### config.mk
export PLATFORM = sky130hd
export DESIGN_NAME = tt_extract
export DESIGN_NICKNAME = d
export VERILOG_FILES = /design/src/rtl/tt_extract.sv
export SDC_FILE = /design/constraint.sdc
export NUM_CORES = 1
export LEC_CHECK = 0
export ABC_AREA = 1
export CELL_PAD_IN_SITES_DETAIL_PLACEMENT = 0
export CELL_PAD_IN_SITES_GLOBAL_PLACEMENT = 1
export CORE_MARGIN = 4
export CORE_UTILIZATION = 35
export CTS_BUF_LIST = sky130_fd_sc_hd__clkbuf_2
export CTS_CLUSTER_SIZE = 40
export DETAILED_ROUTE_END_ITERATION = 8
export PLACE_DENSITY = 0.9
export SKIP_CTS_REPAIR_TIMING = 1
export SYNTH_ARGS = -nofsm -noshare
export SYNTH_HDL_FRONTEND = slang
export SYNTH_SLANG_ARGS = --single-unit
### constraint.sdc
create_clock -name clk -period 7.3 [get_ports clk]
set_input_delay 1.46 -clock clk [delete_from_list [all_inputs] [get_ports clk]]
set_output_delay 1.46 -clock clk [all_outputs]
set_load 0.005 [all_outputs]
### src/rtl/tt_extract.sv
// rtl/tt_extract.sv - sequential truth-table extractor for a 7-input single-output network
module tt_extract #(
    parameter int SETTLE = 1
) (
    input  logic         clk,
    input  logic         rst,
    input  logic         start,
    input  logic         abort,
    output logic         x0,
    output logic         x1,
    output logic         x2,
    output logic         x3,
    output logic         x4,
    output logic         x5,
    output logic         x6,
    input  logic         f_in,
    input  logic [127:0] exp_tt,
    output logic         busy,
    output logic         done,
    output logic         aborted,
    output logic [127:0] tt,
    output logic [7:0]   ones,
    output logic         match
);

    typedef enum logic [1:0] {
        S_IDLE,
        S_SETTLE,
        S_SAMPLE,
        S_DONE
    } state_t;

    localparam logic [3:0] SETTLE_LAST = 4'((SETTLE == 0) ? 0 : SETTLE - 1);
    // With no settle time every vector goes straight to its sample cycle.
    localparam state_t FIRST_STATE = (SETTLE == 0) ? S_SAMPLE : S_SETTLE;

    state_t       state_q, state_d;
    logic [6:0]   idx_q, idx_d;
    logic [3:0]   cnt_q, cnt_d;
    logic [127:0] tt_q, tt_d;
    logic [7:0]   ones_q, ones_d;
    logic         match_q, match_d;
    logic         aborted_q, aborted_d;
    logic [127:0] tt_next;
    logic [6:0]   x_vec;

    always_ff @(posedge clk or posedge rst) begin
        if (rst) begin
            state_q   <= S_IDLE;
            idx_q     <= '0;
            cnt_q     <= '0;
            tt_q      <= '0;
            ones_q    <= '0;
            match_q   <= 1'b0;
            aborted_q <= 1'b0;
        end else begin
            state_q   <= state_d;
            idx_q     <= idx_d;
            cnt_q     <= cnt_d;
            tt_q      <= tt_d;
            ones_q    <= ones_d;
            match_q   <= match_d;
            aborted_q <= aborted_d;
        end
    end

    always_comb begin
        state_d   = state_q;
        idx_d     = idx_q;
        cnt_d     = cnt_q;
        tt_d      = tt_q;
        ones_d    = ones_q;
        match_d   = match_q;
        aborted_d = 1'b0;
        tt_next   = tt_q;
        tt_next[idx_q] = f_in;

        case (state_q)
            S_IDLE: begin
                if (start) begin
                    state_d = FIRST_STATE;
                    idx_d   = '0;
                    cnt_d   = '0;
                    tt_d    = '0;
                    ones_d  = '0;
                    match_d = 1'b0;
                end
            end
            S_SETTLE: begin
                if (abort) begin
                    state_d   = S_IDLE;
                    aborted_d = 1'b1;
                    match_d   = 1'b0;
                end else if (cnt_q == SETTLE_LAST) begin
                    state_d = S_SAMPLE;
                end else begin
                    cnt_d = cnt_q + 4'd1;
                end
            end
            S_SAMPLE: begin
                // Abort wins over the sample taken on the same edge.
                if (abort) begin
                    state_d   = S_IDLE;
                    aborted_d = 1'b1;
                    match_d   = 1'b0;
                end else begin
                    tt_d   = tt_next;
                    ones_d = ones_q + 8'(f_in);
                    cnt_d  = '0;
                    if (idx_q == 7'd127) begin
                        state_d = S_DONE;
                        match_d = (tt_next == exp_tt);
                    end else begin
                        state_d = FIRST_STATE;
                        idx_d   = idx_q + 7'd1;
                    end
                end
            end
            S_DONE: begin
                state_d = S_IDLE;
            end
            default: begin
                state_d = S_IDLE;
            end
        endcase
    end

    assign busy    = (state_q == S_SETTLE) || (state_q == S_SAMPLE);
    assign done    = (state_q == S_DONE);
    assign aborted = aborted_q;
    assign tt      = tt_q;
    assign ones    = ones_q;
    assign match   = match_q;
    assign x_vec   = busy ? idx_q : 7'd0;
    assign {x6, x5, x4, x3, x2, x1, x0} = x_vec;

endmodule

==> flow_summary.ini <==
[sta]
worstMarginPinSlew_ns = 1.057
rsz0062_at_grt = false
slew_headroom_pct = 29.51
fmax_ghz = 0.2009
final_max_slew_viol_count = 0
fin_crit_sh_pct = 68.17
setup_viol = 0
postLayoutSetupSlackWorst_ns = 2.323
finalClockSkew_ns = 0.04605
period_needed_ns = 4.977
tns_ns = 0
hold_violations = 0

[clock_network]
root_buffer = clkbuf_2
htree_levels = 4
path_clk_slew_ns = 0.24
clk_latency_ns = 0.75
cts_tree = yes
clockBufferDepth = 2
clock_sinks = 151
cts_buffers = 17

[global_routing]
met2_usage_pct = 40.41
grt_pass1_vias = 11750
groute.usage.overall_pct = 24.16
gr-usage-met3_pct = 5.159
busiest_layer = met2
grt_max_degree = 87
grt_pass1_wl_um = 65050
antenna_found_initial = 2
grt.overflow.total = 0
use_met1_pct = 31.78

[final_layout]
multi_input_area_mm2 = 0.005826
area_delta_synth_final_pct = 28.74
fin_cells = 2352
final_cell_mix = nand2_1 (572), clkdlybuf4s50_1 (278), inv_1 (260)
num-nets-final = 2084
seq_area_mm2 = 0.003779
mostFrequentLayoutCell = nand2_1
n_fill_cell = 3142
drive_gt1_share_pct = 4.910

[synthesis]
yosysTopAreaCell = dfrtp_1
synthFlopType = dfrtp_1
synth_top_area_share_pct = 34.25
avgSynthCellArea_um2 = 6.448
syn_area_mm2 = 0.01103
yosys.cell_types.count = 35
synth.area.top_cells = dfrtp_1 (34%), nand2_1 (19%), nand3_1 (11%)
async_flop_share_pct = 100.0
synth_nets = 1853
ys_seq_area_share_pct = 34.25
synth-edff-count = 0
syn-instance-count = 1711
yosysWarnings = 0
ys_ff_latch = 151

[power]
p_int_w = 0.001180
p_seq_share_pct = 42.1
p_comb_share_pct = 35.7
switching_power_w = 0.0009348
switching_share_pct = 44.20
power_density_mw_per_mm2 = 148.9
p_leak_nw = 6.574
ir_drop_uv = 115.4
power_frac_clock_pct = 22.2

[floorplan]
rows = 64
dieArea_mm2 = 0.03443
die_h_um = 185.5
core_area_mm2 = 0.03083
ios = 280
initial_core_util_pct = 35.79
die_w_um = 185.5

[placed_design]
gp_congestion = 0.8530
pre_cts_ws_ns = 1.677
port_buffers = 279
dp.cells = 2319
post-dp-hpwl_um = 30030

[route]
post_drt_wl_per_cell_um = 18.07
wirelength_um = 42490
vias_per_cell = 5.262
final_antenna_net_count = 0
firstDrtPassIters = 6
vias = 12377
drc = 0
initialDrtViolationCount = 1020

[worst_setup_path]
cp.required_ns = 7.91
start_kind = input pin
cp_max_fo = 81
end_kind = flip-flop
cp.arrival_ns = 5.58
crit_type = input pin to flip-flop

[flow_run]
cap_viol_max_count = 0

[min_path]
hold_class = flip-flop to flip-flop

[status]
status = finished clean
-- layer usage --
layer	up-vias	share of wire [%]	wire length [um]
met1	5863	42	18050
met5	-	0.019	8
met2	471	48	20290
met3	59	7.7	3266
li1	5982	-	-
met4	2	2.1	878
-- worst paths after layout --
path	from	to	slack, ns	cells past startpoint
hold / removal	tt[7]	tt[7]	0.57	2
min in group asynchronous	rst	tt[19]	1.15	2
hold reg to reg	tt[7]	tt[7]	0.57	2
setup / recovery	abort	tt[39]	2.32	8
setup reg to reg	state_q[0]	tt[39]	2.76	10
max in group asynchronous	rst	tt[94]	4.66	3
-- cells in the mapped netlist (all sizes together), types with 7 or more instances --
cell type / count
nand2: 583
nand3: 238
nor2: 90
inv: 271
a21oi: 7
dfrtp: 151
o211ai: 11
clkbuf: 35
o22ai: 106
buf: 42
ha: 9
xor2: 11
xnor2: 13
o21ai: 97
nand3b: 22
-- stage by stage --
stage               cell area [um^2]  hold slack [ns]  util [%]  power (W)
floorplan                      11030           0.4913         -   0.001331
global placement               14000           0.5127     45.41   0.001646
detailed placement             14000           0.5203     45.41   0.001656
CTS                            14200           0.5668     46.06   0.002126
global route                   14200           0.5968     46.07   0.002233
finish                         14200           0.5687     46.07   0.002115
-- power by group through the flow --
stage / registers, W / logic (W) / clock network [W]
6_report: 0.000891 / 0.000755 / 0.000469
5_1_grt: 0.000894 / 0.000816 / 0.000523
4_1_cts: 0.000890 / 0.000754 / 0.000482
3_5_place_dp: 0.000904 / 0.000752 / 0
3_3_place_gp: 0.000903 / 0.000743 / 0
2_1_floorplan: 0.000890 / 0.000441 / 0
-- sequential cells by signal (all words and copies together) (netlist names) --
register and flops:
cnt_q 4, aborted 1, idx_q 7, tt 128, match 1, state_q 2, ones 8
-- critical path, stage by stage --
cell,delay [ns]
clkdlybuf4s50_1,0.47
nor2_1,0.37
nand2_4,0.48
inv_1,0.91
nor2_1,0.22
inv_4,0.77
buf_4,0.58
o22ai_1,0.15
-- kinds of logic after synthesis --
family                     Yosys count  share of synthesized area, %
and+or+nand+nor                    949                         37.47
buffers and inverters              350                         13.06
AOI/OAI and AO/OA                  228                         12.29
DFF                                151                         34.25
xor gates and xnor gates            24                         1.905
adders and majority gates            9                         1.021
-- final cells by class --
cell class | count | share of cell area (%)
Antenna cell | 1 | 0.01762
Clock buffer | 17 | 0.5990
Clock inverter | 15 | 0.8281
Inverter | 273 | 7.294
Multi-Input combinational cell | 1210 | 41.01
Sequential cell | 151 | 26.60
Tap cell | 396 | 3.488
Timing Repair Buffer | 289 | 20.16
Note: power is estimated with default switching activity, not from simulation.
